### src/rtl/lifo_stack_v2.sv
// ============================================================================
// Module   : lifo_stack_v2
// Brief    : Parametrised LIFO stack with occupancy, full/empty, sticky
//            overflow/underflow flags and a saturating or circular push mode.
//            Optional high-water mark register enabled by macro LIFO_HWM_EN.
// Revision : 2.0
// ============================================================================
`default_nettype none

module lifo_stack_v2 #(
  parameter int DATA_W   = 18,
  parameter int ADDR_W   = 4,
  parameter int CIRCULAR = 0
) (
  input  logic              clk,
  input  logic              reset,
  input  logic              clear,
  input  logic              err_clr,
  input  logic              push,
  input  logic              pop,
  input  logic [DATA_W-1:0] data_in,
  output logic [DATA_W-1:0] data_out,
  output logic              out_valid,
  output logic [DATA_W-1:0] tos,
  output logic [ADDR_W:0]   count,
  output logic              empty,
  output logic              full,
  output logic              overflow,
  output logic              underflow,
  output logic [ADDR_W:0]   hwm
);

  localparam int                c_DEPTH     = 2**ADDR_W;
  localparam logic [ADDR_W:0]   c_DEPTH_CNT = (ADDR_W+1)'(c_DEPTH);
  localparam logic [ADDR_W-1:0] c_PTR_ONE   = ADDR_W'(1'b1);
  localparam logic [ADDR_W:0]   c_CNT_ONE   = (ADDR_W+1)'(1'b1);

  logic [DATA_W-1:0] r_mem [c_DEPTH];
  logic [ADDR_W-1:0] r_wr_ptr;
  logic [ADDR_W:0]   r_count;
  logic [DATA_W-1:0] r_data_out;
  logic              r_out_valid;
  logic              r_overflow;
  logic              r_underflow;

  logic [ADDR_W-1:0] w_top;
  logic              w_empty;
  logic              w_full;
  logic [ADDR_W-1:0] w_ptr_nxt;
  logic [ADDR_W:0]   w_count_nxt;
  logic              w_mem_we;
  logic [ADDR_W-1:0] w_mem_addr;
  logic              w_pop_ok;
  logic              w_bypass;
  logic              w_ovf_set;
  logic              w_unf_set;

  assign w_top   = r_wr_ptr - c_PTR_ONE;
  assign w_empty = (r_count == '0);
  assign w_full  = (r_count == c_DEPTH_CNT);

  always_comb begin
    w_ptr_nxt   = r_wr_ptr;
    w_count_nxt = r_count;
    w_mem_we    = 1'b0;
    w_mem_addr  = r_wr_ptr;
    w_pop_ok    = 1'b0;
    w_bypass    = 1'b0;
    w_ovf_set   = 1'b0;
    w_unf_set   = 1'b0;
    if (clear) begin
      w_ptr_nxt   = '0;
      w_count_nxt = '0;
    end else begin
      case ({push, pop})
        2'b10: begin
          if (!w_full) begin
            w_mem_we    = 1'b1;
            w_ptr_nxt   = r_wr_ptr + c_PTR_ONE;
            w_count_nxt = r_count + c_CNT_ONE;
          end else begin
            w_ovf_set = 1'b1;
            // Circular mode overwrites the oldest slot; count stays at DEPTH.
            if (CIRCULAR != 0) begin
              w_mem_we  = 1'b1;
              w_ptr_nxt = r_wr_ptr + c_PTR_ONE;
            end
          end
        end
        2'b01: begin
          if (!w_empty) begin
            w_pop_ok    = 1'b1;
            w_ptr_nxt   = w_top;
            w_count_nxt = r_count - c_CNT_ONE;
          end else begin
            w_unf_set = 1'b1;
          end
        end
        2'b11: begin
          // Simultaneous push/pop replaces the top word, or bypasses when empty.
          if (!w_empty) begin
            w_pop_ok   = 1'b1;
            w_mem_we   = 1'b1;
            w_mem_addr = w_top;
          end else begin
            w_bypass = 1'b1;
          end
        end
        default: ;
      endcase
    end
  end

  always_ff @(posedge clk) begin
    if (w_mem_we) begin
      r_mem[w_mem_addr] <= data_in;
    end
  end

  always_ff @(posedge clk or negedge reset) begin
    if (!reset) begin
      r_wr_ptr    <= '0;
      r_count     <= '0;
      r_data_out  <= '0;
      r_out_valid <= 1'b0;
      r_overflow  <= 1'b0;
      r_underflow <= 1'b0;
    end else begin
      r_wr_ptr    <= w_ptr_nxt;
      r_count     <= w_count_nxt;
      r_out_valid <= w_pop_ok | w_bypass;
      if (w_pop_ok) begin
        r_data_out <= r_mem[w_top];
      end else if (w_bypass) begin
        r_data_out <= data_in;
      end
      if (clear) begin
        r_overflow  <= 1'b0;
        r_underflow <= 1'b0;
      end else begin
        // A flag raised in the same cycle as err_clr stays set.
        r_overflow  <= (r_overflow  & ~err_clr) | w_ovf_set;
        r_underflow <= (r_underflow & ~err_clr) | w_unf_set;
      end
    end
  end

`ifdef LIFO_HWM_EN
  logic [ADDR_W:0] r_hwm;

  always_ff @(posedge clk or negedge reset) begin
    if (!reset) begin
      r_hwm <= '0;
    end else if (clear) begin
      r_hwm <= '0;
    end else if (w_count_nxt > r_hwm) begin
      r_hwm <= w_count_nxt;
    end
  end

  assign hwm = r_hwm;
`else
  assign hwm = '0;
`endif

  assign data_out  = r_data_out;
  assign out_valid = r_out_valid;
  assign tos       = w_empty ? '0 : r_mem[w_top];
  assign count     = r_count;
  assign empty     = w_empty;
  assign full      = w_full;
  assign overflow  = r_overflow;
  assign underflow = r_underflow;

endmodule

`default_nettype wire

### config.mk
export PLATFORM = sky130hd
export DESIGN_NAME = lifo_stack_v2
export DESIGN_NICKNAME = d
export VERILOG_FILES = /design/src/rtl/lifo_stack_v2.sv
export SDC_FILE = /design/constraint.sdc
export NUM_CORES = 1
export LEC_CHECK = 0
export BUFFER_PORTS_ARGS = -buffer_cell sky130_fd_sc_hd__buf_4
export CAP_MARGIN = 40
export CELL_PAD_IN_SITES_DETAIL_PLACEMENT = 0
export CELL_PAD_IN_SITES_GLOBAL_PLACEMENT = 1
export CORE_AREA = 2 2 161 179
export CTS_BUF_LIST = sky130_fd_sc_hd__clkbuf_2
export CTS_CLUSTER_SIZE = 12
export DETAILED_ROUTE_END_ITERATION = 7
export DIE_AREA = 0 0 163 181
export PLACE_DENSITY = 0.75
export SYNTH_ARGS = -nofsm -noshare
export SYNTH_HDL_FRONTEND = slang
export SYNTH_SLANG_ARGS = --single-unit
### constraint.sdc
create_clock -name clk -period 4.26 [get_ports clk]
set_clock_uncertainty 0.15 [all_clocks]
set_input_delay 0.639 -clock clk [delete_from_list [all_inputs] [get_ports clk]]
set_output_delay 0.639 -clock clk [all_outputs]
set_load 0.02 [all_outputs]
=== Word-level counts from Yosys, hierarchy flattened ===
Memory sizes are Yosys's and may differ from the RTL's.
Index checks and enable logic that the tools add are counted.

* Flip-flop bits (word level): 30
* Input port bits: 24
* Memories kept: 1
* Bits in writable memories: 288

{| class="wikitable"
|+ Memory list
! name !! words !! width !! rd ports !! clocked after Yosys merged registers in !! write ports !! line !! RTL
|-
| r_mem || 16 || 18 || 1 || 0 || 1 || 38 || <nowiki>logic [DATA_W-1:0] r_mem [c_DEPTH];</nowiki>
|}

* Equality and inequality tests: 6
* Add/sub/neg operators: 4
* Bitwise logic cells: 6
* Muxes and demuxes: 31
* Reduce and logical (&&, ||, !) cells: 6

{| class="wikitable"
|+ Operators with widths
! operator !! number
|-
| 18-bit 2-to-1 mux || 3
|-
| 4-bit 2-to-1 mux || 5
|-
| 1-bit 2-to-1 mux || 17
|-
| 5-bit 2-to-1 mux || 3
|-
| 5-bit case mux with 2 select lines || 1
|-
| 4-bit case mux with 2 select lines || 1
|-
| 3-bit inequality test, second input constant || 2
|-
| 5-bit by 1-bit adder with 5-bit output, second input constant || 1
|-
| 5-bit equality test, second input constant || 1
|-
| 5-bit zero test || 1
|-
| 5-bit by 1-bit subtractor with 5-bit output, second input constant || 1
|-
| 4-bit by 1-bit adder with 4-bit output, second input constant || 1
|-
| 2-bit equality test, second input constant || 2
|-
| 4-bit by 1-bit subtractor with 4-bit output, second input constant || 1
|-
| 1-bit bitwise OR || 3
|-
| 3-bit AND reduction || 1
|-
| 3-bit nonzero test || 1
|-
| 1-bit AND || 2
|-
| 2-bit by 1-bit equality test with 1-bit output, second input constant || 1
|-
| 1-bit case mux with 2 select lines || 1
|-
| 2-bit AND reduction || 1
|-
| 2-bit nonzero test || 1
|-
| 2-bit OR reduction || 1
|-
| 1-bit NOT || 1
|}

=== Logic depth before layout (Yosys ltp) ===
* Depth in word-level cells: 6
* Mapped depth: 12
* Depth with buffers taken out: 8

=== Worst setup path after synthesis ===
No wires, ideal clock.

* Path kind: register to register
* Start point: register r_wr_ptr[0]
* End point: memory r_mem[12][0] (enable)
* Stages on the path, launching flop included: 12
* Data arrival time: 3100 ps
* Library setup time: 393 ps
* Setup slack: 617 ps
* Path buffers: 5
* Period minus slack after synthesis: 3643 ps
* Cells stage by stage: dfrtp_1 -> buf_2 -> buf_2 -> buf_2 -> inv_1 -> ha_1 -> buf_2 -> buf_1 -> inv_1 -> mux2i_1 -> nand2_1 -> nor2_1

* Cells in the longest elaborated chain, start to end: 4

{| class="wikitable"
|+ Ends and longest elaborated chain
! what !! line !! RTL
|-
| start: declaration || 39 || <nowiki>logic [ADDR_W-1:0] r_wr_ptr;</nowiki>
|-
| start signal: assignment || 129 || <nowiki>r_wr_ptr <= w_ptr_nxt;</nowiki>
|-
| 4-bit by 1-bit subtractor with 4-bit output || 58 || <nowiki>assign w_top = r_wr_ptr - c_PTR_ONE;</nowiki>
|-
| 4-bit 2-to-1 mux || 101 || <nowiki>if (!w_empty) begin</nowiki>
|-
| 4-bit 2-to-1 mux || 75 || <nowiki>case ({push, pop})</nowiki>
|-
| 4-bit 2-to-1 mux * || 71 || <nowiki>if (clear) begin</nowiki>
|-
| end: declaration || 38 ||
|}

Mark *: on every way between the ends. The rest lies on a longest branch, timed or not.

=== Worst setup path in the final report ===
* Start point: register r_wr_ptr[0]
* End point: output port tos[6]

* Cells in the longest elaborated chain, start to end: 3

{| class="wikitable"
|+ Ends and longest elaborated chain
! what !! line !! RTL
|-
| 4-bit by 1-bit subtractor with 4-bit output || 58 ||
|-
| memory 16 x 18 bit || -- ||
|-
| 18-bit 2-to-1 mux || 168 || <nowiki>assign tos = w_empty ? '0 : r_mem[w_top];</nowiki>
|-
| end: declaration || 24 || <nowiki>output logic [DATA_W-1:0] tos,</nowiki>
|}

Every way passes these cells.

==> metrics.csv <==
stage,metric,value,unit
run_status,status,"finished, final reports clean",
grt,Total Routing Usage GR,0.207,
cts,clock transition at the registers of the reported paths,120,ps
grt,final global-route overflow total,0,
synth,Yosys cell types,48,
grt,met3 Use GR,0.0512,
route,WL final,30.0,mm
timing,max_slew headroom,0.554,
route,DRC viols,0,
route,routed vias/inst,5.68,
place,DP Wirelength,17.2,mm
route,count of TritonRoute iterations in the first routing pass,5,
synth,Post-Syn Area per Cell,18.9,µm²
critical_path,arrival time worst endpoint,3330,ps
power_and_ir_drop,worst vdd ir,0.000282,V
layout,Final Cell Area,14900,µm²
worst_hold_path,worst min-delay path class,primary input to flip-flop,
grt,GR peak layer,met2,
route,Wirelength per Cell,23.9,µm
floorplan,starting density of the core,0.464,
timing,setup TNS,0,ps
layout,Area growth syn-to-layout,16.4,%
grt,GRT met2 Usage,0.342,
worst_hold_path,worst hold path cell count,3,
grt,vias in the first global route,7497,
grt,initial antenna violation count,1,
synth,dominant cell type by area after synthesis,edfxtp_1,
cts,"Clk Latency, worst-skew pair",810,ps
grt,largest net degree at the start of global routing,41,
timing,fmax,243,MHz
layout,Multi-input gate area,3120,µm²
layout,Post-layout nets,873,
synth,Synth Register Bits,318,
power_and_ir_drop,Pwr Density,528,nW/µm²
layout,layout cell share with drive strength beyond 1,0.372,
timing,RSZ-0062 raised after global routing,no,
timing,worst-margin pin slew,669,ps
run,# Max-Cap Violations,0,
critical_path,Worst Path Required,3470,ps
synth,"Seq/Total Area, Yosys",0.733,
grt,first-pass GRT wire length,44.9,mm
critical_path,critical path class,flip-flop to output port,
floorplan,Std-Cell Core Area,27600,µm²
floorplan,# IOs,75,
timing,fin crit share,0.967,
synth,"Cell Area, Synth",12800,µm²
route,Routed Antenna Nets,0,
cts,clock sink count,318,
place,gp weighted congestion,0.804,
critical_path,Worst Setup Start Kind,flip-flop,
floorplan,Die Span Y,181,µm
synth,Yosys warnings,0,
timing,min Tclk post-route,4120,ps
place,I/O Buffers,69,
layout,Filler cells,2175,
critical_path,crit path max fanout,40,
critical_path,Crit. End Element,output port,
synth,Synth area leaders,"edfxtp_1, mux4_2, dfrtp_1",
route,Iter 0 DRT Violations,717,
cts,clock root buffer,clkbuf_2,
timing,Final Hold Fails,0,
synth,Post-Syn Instances,680,
floorplan,Die Wd,163,µm
layout,sequential cell area,9400,µm²
floorplan,die area,29500,µm²
route,vias post-DR,7138,
cts,CTS tree,done,
critical_path,Worst R2R Path Depth,6,
cts,clk buf depth,3,
cts,H-Tree Depth,3,
power_and_ir_drop,Lkg Pwr,5.21,nW
synth,post-synth top area share,0.675,
timing,"Slew Viols, Final",0,
timing,setup violators final,0,
place,dpl cell area,13900,µm²
cts,Num CTS Buffers,75,
floorplan,Cell Rows,64,
grt,met1 Resource Use GR,0.265,
==> critical path, stage by stage (launching register included) <==
cell,delay [ps]
dfrtp_4,530
buf_16,240
or3_4,450
a32oi_2,230
buf_6,280
o22ai_1,150
a221oi_2,370
nor2_1,90
buf_4,170
==> routing by layer <==
| metal | vias up | share of wire |
|---|---|---|
| li1 | 3099 | - |
| met1 | 3671 | 0.39 |
| met2 | 322 | 0.51 |
| met3 | 46 | 0.079 |
| met4 | 0 | 0.026 |
| met5 | - | 0 |
==> sequential cells by signal, summed over array words and instances (netlist names) <==
| signal | flops |
|---|---|
| overflow | 1 |
| r_wr_ptr | 4 |
| underflow | 1 |
| r_mem | 288 |
| count | 5 |
| data_out | 18 |
| out_valid | 1 |
==> report_power, final <==
part	internal, mW	leakage (nW)	switching (mW)
registers	3.54	2.95	0.0994
clock network	0.864	0.528	1.11
logic	0.959	1.73	1.30
==> cells in the final DEF (no fill, tap or decap), types with 6 or more instances in the layout <==
master	instances
edfxtp_1	288
inv_1	47
nand2_1	9
o211ai_1	6
dlygate4sd3_1	22
clkinv_1	10
a221oi_2	14
a21oi_1	25
mux4_2	72
buf_4	89
dfrtp_1	29
xnor2_1	7
clkbuf_2	111
nor2_2	17
nor2_1	28
o22ai_1	36
==> synthesized netlist by cell type, drive strengths merged <==
| master | n |
|---|---|
| a221oi | 18 |
| a32oi | 4 |
| xnor2 | 7 |
| o21ai | 3 |
| inv | 47 |
| edfxtp | 288 |
| a211oi | 1 |
| o31ai | 5 |
| a21oi | 26 |
| and3 | 2 |
| dfrtp | 30 |
| o211ai | 6 |
| nand3 | 4 |
| fa | 1 |
| nand2 | 9 |
| a22oi | 1 |
| nor3 | 3 |
| clkbuf | 11 |
| o2111ai | 2 |
| nor2 | 46 |
| a21o | 1 |
| buf | 29 |
| nand2b | 2 |
| or3 | 1 |
| nor4 | 1 |
| xor2 | 3 |
| ha | 5 |
| nor2b | 5 |
| or4 | 2 |
| a2111oi | 1 |
| and2 | 1 |
| o31a | 1 |
| o21a | 1 |
| conb | 1 |
| o22ai | 36 |
| mux4 | 72 |
| mux2i | 4 |
==> timing repair <==
action                     CTS  global route
setup buffers                1             1
setup endpoints to repair   18            16
gates resized for setup      3             6
pin swaps                    1             1
hold buffers                22             0
hold endpoints to repair   308             0
gates cloned                 1             0
==> worst paths after layout <==
kind / to / slack [ps] / start
setup / recovery: tos[6] / 140 / r_wr_ptr[0]
hold / removal: overflow / 100 / push
setup reg to reg: data_out[8] / 1010 / count[1]
hold reg to reg: overflow / 380 / overflow
max in group asynchronous: data_out[8] / 3390 / reset
min in group asynchronous: count[4] / 180 / reset
==> through the flow <==
stage,std cells,power (mW),setup WS (ps),hold WS [ps],util
finish,1256,7.88,141,101,0.540
global route,1256,8.23,9.11,41.6,0.540
CTS,1254,7.90,11.4,15.8,0.539
detailed placement,1104,5.87,703,356,0.503
global placement,1102,5.82,738,350,0.502
floorplan,684,5.09,617,193,-
==> layout make-up <==
cell class,instances,share of cell area
diodes,1,0.000168
inverters,47,0.0118
repair buffers,122,0.0723
clock inverters,15,0.00906
clock buffers,111,0.0372
flip-flops and latches,318,0.630
well taps,363,0.0304
multi-input cells,279,0.209
==> cells by family after synthesis <==
kind of cell	Yosys count	share of synthesized area
AND/OR/NAND/NOR	76	0.0279
multiplexers	76	0.130
other	1	0.000293
flip-flops	318	0.733
buffers and inverters	87	0.0313
adder cells (fa/ha/maj)	6	0.00644
AO/OA/AOI/OAI	106	0.0644
XOR/XNOR	10	0.00683
Power figures use the tool's default switching activity.
